==> src/rtl/df_tile_iterator.sv <==
// df_tile_iterator
// Walks a four-level (x, y, k, c) tile nest and emits one tile descriptor
// per valid/ready beat. Each descriptor carries the psums, ifmaps and
// weights offsets and the c-reduction boundary flags.
//
// Ports:
//   i_clk, i_rstn          clock, asynchronous active-low reset
//   i_start, i_clear       start pulse (IDLE only), synchronous abort
//   i_order                0: c,x,y,k (inner->outer); 1: x,y,c,k
//   i_*_lim                last tile index per dimension
//   i_ps_*/i_if_*/i_wt_*   per-operand address steps
//   o_valid, i_ready       descriptor handshake
//   o_ps_offs/o_if_offs/o_wt_offs  registered tile offsets
//   o_first_c, o_last_c, o_last    boundary flags
//   o_busy, o_done         status
module df_tile_iterator #(
  parameter int ADDR_W = 24,
  parameter int CNT_W  = 12
) (
  input  logic              i_clk,
  input  logic              i_rstn,
  input  logic              i_start,
  input  logic              i_clear,
  input  logic              i_order,
  input  logic [CNT_W-1:0]  i_x_lim,
  input  logic [CNT_W-1:0]  i_y_lim,
  input  logic [CNT_W-1:0]  i_k_lim,
  input  logic [CNT_W-1:0]  i_c_lim,
  input  logic [ADDR_W-1:0] i_ps_x_step,
  input  logic [ADDR_W-1:0] i_ps_y_step,
  input  logic [ADDR_W-1:0] i_ps_k_step,
  input  logic [ADDR_W-1:0] i_if_x_step,
  input  logic [ADDR_W-1:0] i_if_y_step,
  input  logic [ADDR_W-1:0] i_if_c_step,
  input  logic [ADDR_W-1:0] i_wt_k_step,
  input  logic [ADDR_W-1:0] i_wt_c_step,
  output logic              o_valid,
  input  logic              i_ready,
  output logic [ADDR_W-1:0] o_ps_offs,
  output logic [ADDR_W-1:0] o_if_offs,
  output logic [ADDR_W-1:0] o_wt_offs,
  output logic              o_first_c,
  output logic              o_last_c,
  output logic              o_last,
  output logic              o_busy,
  output logic              o_done
);

  typedef enum logic [1:0] {IDLE, RUN, DONE} state_t;

  state_t state_q, state_n;

  // Latched configuration
  logic              order_q;
  logic [CNT_W-1:0]  x_lim_q, y_lim_q, k_lim_q, c_lim_q;
  logic [ADDR_W-1:0] ps_x_step_q, ps_y_step_q, ps_k_step_q;
  logic [ADDR_W-1:0] if_x_step_q, if_y_step_q, if_c_step_q;
  logic [ADDR_W-1:0] wt_k_step_q, wt_c_step_q;

  // Loop counters and per-dimension offset contributions
  logic [CNT_W-1:0]  x_q, y_q, k_q, c_q, x_n, y_n, k_n, c_n;
  logic [ADDR_W-1:0] ps_x_q, ps_y_q, ps_k_q, ps_x_n, ps_y_n, ps_k_n;
  logic [ADDR_W-1:0] if_x_q, if_y_q, if_c_q, if_x_n, if_y_n, if_c_n;
  logic [ADDR_W-1:0] wt_k_q, wt_c_q, wt_k_n, wt_c_n;

  logic x_at, y_at, k_at, c_at;
  logic inc_x, inc_y, inc_k, inc_c;
  logic clr_all, run_n;
  logic [CNT_W-1:0] x_lim_e, y_lim_e, k_lim_e, c_lim_e;

  assign x_at = (x_q == x_lim_q);
  assign y_at = (y_q == y_lim_q);
  assign k_at = (k_q == k_lim_q);
  assign c_at = (c_q == c_lim_q);

  // A level advances when every level inside it sits at its limit.
  assign inc_x = order_q ? 1'b1 : c_at;
  assign inc_y = order_q ? x_at : (c_at & x_at);
  assign inc_c = order_q ? (x_at & y_at) : 1'b1;
  assign inc_k = x_at & y_at & c_at;

  // Flags for the first descriptor must come from the limits being latched.
  assign x_lim_e = (state_q == IDLE) ? i_x_lim : x_lim_q;
  assign y_lim_e = (state_q == IDLE) ? i_y_lim : y_lim_q;
  assign k_lim_e = (state_q == IDLE) ? i_k_lim : k_lim_q;
  assign c_lim_e = (state_q == IDLE) ? i_c_lim : c_lim_q;

  always_comb begin
    state_n = state_q;
    clr_all = 1'b0;
    x_n = x_q;  y_n = y_q;  k_n = k_q;  c_n = c_q;
    ps_x_n = ps_x_q;  ps_y_n = ps_y_q;  ps_k_n = ps_k_q;
    if_x_n = if_x_q;  if_y_n = if_y_q;  if_c_n = if_c_q;
    wt_k_n = wt_k_q;  wt_c_n = wt_c_q;
    if (i_clear) begin
      state_n = IDLE;
      clr_all = 1'b1;
    end else begin
      case (state_q)
        IDLE: if (i_start) begin
          state_n = RUN;
          clr_all = 1'b1;
        end
        RUN: if (i_ready) begin
          if (o_last) begin
            state_n = DONE;
            clr_all = 1'b1;
          end else begin
            if (inc_x) begin
              if (x_at) {x_n, ps_x_n, if_x_n} = '0;
              else begin
                x_n    = x_q + CNT_W'(1);
                ps_x_n = ps_x_q + ps_x_step_q;
                if_x_n = if_x_q + if_x_step_q;
              end
            end
            if (inc_y) begin
              if (y_at) {y_n, ps_y_n, if_y_n} = '0;
              else begin
                y_n    = y_q + CNT_W'(1);
                ps_y_n = ps_y_q + ps_y_step_q;
                if_y_n = if_y_q + if_y_step_q;
              end
            end
            if (inc_k) begin
              if (k_at) {k_n, ps_k_n, wt_k_n} = '0;
              else begin
                k_n    = k_q + CNT_W'(1);
                ps_k_n = ps_k_q + ps_k_step_q;
                wt_k_n = wt_k_q + wt_k_step_q;
              end
            end
            if (inc_c) begin
              if (c_at) {c_n, if_c_n, wt_c_n} = '0;
              else begin
                c_n    = c_q + CNT_W'(1);
                if_c_n = if_c_q + if_c_step_q;
                wt_c_n = wt_c_q + wt_c_step_q;
              end
            end
          end
        end
        DONE:    state_n = IDLE;
        default: state_n = IDLE;
      endcase
    end
    if (clr_all) begin
      {x_n, y_n, k_n, c_n} = '0;
      {ps_x_n, ps_y_n, ps_k_n} = '0;
      {if_x_n, if_y_n, if_c_n} = '0;
      {wt_k_n, wt_c_n} = '0;
    end
  end

  assign run_n = (state_n == RUN);

  always_ff @(posedge i_clk) begin
    if (state_q == IDLE && i_start && !i_clear) begin
      order_q     <= i_order;
      x_lim_q     <= i_x_lim;
      y_lim_q     <= i_y_lim;
      k_lim_q     <= i_k_lim;
      c_lim_q     <= i_c_lim;
      ps_x_step_q <= i_ps_x_step;
      ps_y_step_q <= i_ps_y_step;
      ps_k_step_q <= i_ps_k_step;
      if_x_step_q <= i_if_x_step;
      if_y_step_q <= i_if_y_step;
      if_c_step_q <= i_if_c_step;
      wt_k_step_q <= i_wt_k_step;
      wt_c_step_q <= i_wt_c_step;
    end
  end

  always_ff @(posedge i_clk or negedge i_rstn) begin
    if (!i_rstn) begin
      state_q <= IDLE;
      {x_q, y_q, k_q, c_q} <= '0;
      {ps_x_q, ps_y_q, ps_k_q} <= '0;
      {if_x_q, if_y_q, if_c_q} <= '0;
      {wt_k_q, wt_c_q} <= '0;
      o_valid   <= 1'b0;
      o_ps_offs <= '0;
      o_if_offs <= '0;
      o_wt_offs <= '0;
      o_first_c <= 1'b0;
      o_last_c  <= 1'b0;
      o_last    <= 1'b0;
      o_busy    <= 1'b0;
      o_done    <= 1'b0;
    end else begin
      state_q <= state_n;
      x_q <= x_n;  y_q <= y_n;  k_q <= k_n;  c_q <= c_n;
      ps_x_q <= ps_x_n;  ps_y_q <= ps_y_n;  ps_k_q <= ps_k_n;
      if_x_q <= if_x_n;  if_y_q <= if_y_n;  if_c_q <= if_c_n;
      wt_k_q <= wt_k_n;  wt_c_q <= wt_c_n;
      o_valid   <= run_n;
      o_ps_offs <= ps_x_n + ps_y_n + ps_k_n;
      o_if_offs <= if_x_n + if_y_n + if_c_n;
      o_wt_offs <= wt_k_n + wt_c_n;
      o_first_c <= run_n & (c_n == '0);
      o_last_c  <= run_n & (c_n == c_lim_e);
      o_last    <= run_n & (c_n == c_lim_e) & (x_n == x_lim_e)
                   & (y_n == y_lim_e) & (k_n == k_lim_e);
      o_busy    <= (state_n != IDLE);
      o_done    <= (state_n == DONE);
    end
  end

endmodule

==> config.mk <==
export PLATFORM = sky130hd
export DESIGN_NAME = df_tile_iterator
export DESIGN_NICKNAME = d
export VERILOG_FILES = /design/src/rtl/df_tile_iterator.sv
export SDC_FILE = /design/constraint.sdc
export NUM_CORES = 1
export LEC_CHECK = 0
export CAP_MARGIN = 10
export CORE_MARGIN = 1.5
export CORE_UTILIZATION = 31
export CTS_CLUSTER_SIZE = 14
export DETAILED_ROUTE_END_ITERATION = 8
export SYNTH_ARGS = -nofsm -noshare
export SYNTH_HDL_FRONTEND = slang
export SYNTH_SLANG_ARGS = --single-unit
==> constraint.sdc <==
create_clock -name i_clk -period 75.3 [get_ports i_clk]
set_input_delay 15.06 -clock i_clk [delete_from_list [all_inputs] [get_ports i_clk]]
set_output_delay 15.06 -clock i_clk [all_outputs]
set_load 0.1 [all_outputs]
==> results.yml <==
timing:
  worstMarginPinSlew_ns: 1.073
  fmax_mhz: 46.61
  period_needed_ns: 21.46
  rsz0062_at_grt: "false"
  drv_slew: 0
  hold_viol_final: 0
  fin_skew_ns: 0.02655
  relSlewSlack: 0.2822
  fin_tns_setup_ns: 0
  setup_viol: 0
  finalCritPeriodShare: 0.2850
finish:
  area.sequential_sq_mm: 0.01524
  area_growth_pct: 22.04
  stdcell_area_sq_mm: 0.04098
  drive_above_1_share: 0.05404
  fillers: 10524
  multi_input_area_sq_mm: 0.01687
  final_cells: 5073
  nets: 4163
min_path:
  hold_path_class: "reg2reg"
power:
  power_mw: 0.7464
  switching_share: 0.2426
  pwr-share-comb: 0.077
  leakage_nw: 18.77
  power.switching_mw: 0.1811
  power.density_mw_per_mm2: 18.22
  p_int_mw: 0.5654
  peakVddDrop_mv: 0.01328
  clkPwrFrac: 0.477
  pwr-share-seq: 0.446
worst_setup_path:
  cp-start-kind: "input pin"
  worstPathRequired_ns: 75.86
  cp.arrival_ns: 22.02
  crit_path_end_kind: "register"
  cp_max_fo: 24
  critPathKind: "in2reg"
  cp_slowest_cell: "clkdlybuf4s50_1"
  max_stage_delay_ns: 0.65
detailed_routing:
  first_pass_iters: 7
  post_drt_wl_per_cell_um: 19.78
  viasPerCell: 4.971
  drc_errors: 0
  ant_nets: 0
  drtIter0Drc: 1544
  num_vias: 25216
  totalWireLength_mm: 100.3
grt:
  grt_overflow: 0
  antenna_found_initial: 11
  grt_usage: 0.1800
  grt_max_degree: 138
  grt_pass1_vias: 25031
  grt_pass1_wl_mm: 150.9
yosys:
  ys_ff_latch: 561
  synth-async-reset-ratio: 0.5704
  synth_cells: 3254
  synth_nets: 3812
  yosys_warnings: 0
  ys.flop_type: "dfrtp_1"
  synth_area_sq_mm: 0.03358
  yosysSeqAreaShare: 0.4540
  syn_avg_cell_area_sq_um: 10.32
  synth_edf_count: 241
  ys_types: 83
placement:
  dpl.hpwl_mm: 74.65
  placed_area_sq_mm: 0.03855
  dpl.cell_count: 4934
  portBuffers: 323
  gp_congestion: 0.8817
floorplan:
  start_util: 0.3132
  io_pins: 324
  coreArea_sq_mm: 0.1072
  die_w_um: 332.1
  row_count: 120
  fp.dieArea_sq_mm: 0.1103
  die-height_um: 332.1
clocking:
  cts_buffers: 72
  clk_latency_ns: 0.65
  clock_path_buffers: 3
  root_buffer: "clkbuf_16"
  cts_tree: "built"
  post_cts_buffers: 0
  cts.sinks: 561
  h-tree-depth: 3
  cts_hold_buf: 0
  clk_pin_slew_worst_paths_ns: 0.06
  cts_resized: 0
status:
  status: "completed"
flow_run:
  maxCapViolations: 0
[routing by layer]
layer | up-vias | GRT usage | share of wire
li1 | 12268 | - | -
met3 | 185 | 0.03626 | 0.057
met4 | 4 | 0.07457 | 0.040
met5 | - | 0 | 0.00025
met2 | 672 | 0.2869 | 0.45
met1 | 12087 | 0.2378 | 0.45
[through the flow]
step	utilization	hold slack [ns]	setup WS, ns
after floorplan	-	0.4875	34.01
after global placement	0.3596	0.5033	53.36
after detailed placement	0.3596	0.5180	53.26
after CTS	0.3821	0.5308	53.94
after global routing	0.3822	0.5603	53.43
final	0.3822	0.5294	53.84
[cells in the final DEF, fill, tap and decap left out, drive strengths merged, types with 36 or more instances in the layout]
cell type      Yosys  final
clkdlybuf4s50      0    322
a21o              64     64
nand2            260    260
o21a              36     36
nand3             89     89
inv              313    322
dfrtp            320    320
fa                57     57
nand2b            37     37
a22oi             51     51
ha               255    255
nor3              79     79
nor2             203    203
clkbuf            59    108
xnor2            188    188
nor2b             37     37
o21ai            152    152
a21oi            209    209
mux2i             55     55
xor2             121    121
edfxtp           241    241
[worst max-delay path: cells and delay by family]
kind	cells	cell delay, ns
AO/OA/AOI/OAI	11	2.63
buffers and inverters	5	1.62
AND/OR/NAND/NOR	5	1.21
adder cells (fa/ha/maj)	2	0.97
XOR/XNOR	3	0.50
[path summary, 6_finish.rpt]
kind	depth (start not counted)	endpoint	startpoint	slack, ns
setup / recovery	26	o_if_offs[23]	i_clear	53.84
hold / removal	1	ps_x_q[22]	ps_x_q[22]	0.53
hold reg to reg	1	ps_x_q[22]	ps_x_q[22]	0.53
min in group asynchronous	1	o_first_c	i_rstn	14.41
max in group asynchronous	3	if_y_q[8]	i_rstn	58.69
setup reg to reg	27	o_if_offs[23]	c_q[5]	67.75
[synthesized netlist by cell type (33+ instances only)]
cell      instances  area [sq um]
and2_1           33         206.5
dfrtp_1         320          8008
fa_1             57          1141
inv_1           313          1175
nand2_1         258         968.4
mux2i_1          55         550.5
ha_1            255          3191
xor2_1          121          1060
nor2b_1          37         231.5
nand3_1          86         430.4
a21oi_1         205          1026
clkbuf_1         59         221.5
a22oi_1          51         382.9
xnor2_1         188          1647
a21o_1           64         480.5
nor3_1           78         390.4
edfxtp_1        241          7237
o21a_1           36         270.3
nand2b_1         37         231.5
nor2_1          195         732.0
o21ai_0         130         650.6
[power groups by stage]
stage                     Combinational (mW)  Clock [mW]  Sequential (mW)
final                                 0.0578       0.356            0.333
after global routing                  0.0633       0.378            0.333
after CTS                             0.0587       0.367            0.333
after detailed placement              0.0584           0            0.338
after global placement                0.0580           0            0.339
after floorplan                       0.0254           0            0.345
[area by class of cell]
type                       count  area share
sequential                   561      0.3720
clock buffer                 108     0.05075
antenna                        6   0.0003664
tap                         1403     0.04284
timing repair buffer         357     0.08556
clock inverter                25    0.008031
inverter                     313     0.02867
multi-input combinational   2300      0.4118
[logic make-up (layout without fill, tap and decap cells)]
group                    Yosys count  count (layout)  share of synthesized area
AO/OA/AOI/OAI                    725             725                     0.1412
adder cells (fa/ha/maj)          312             312                     0.1290
multiplexers                      56              56                    0.01673
buffers and inverters            393             803                    0.04461
AND/OR/NAND/NOR                  898             898                     0.1338
other                              0               6                          0
XOR/XNOR                         309             309                    0.08060
flip-flops                       561             561                     0.4540
No activity file was read; power rests on OpenSTA's default activity.
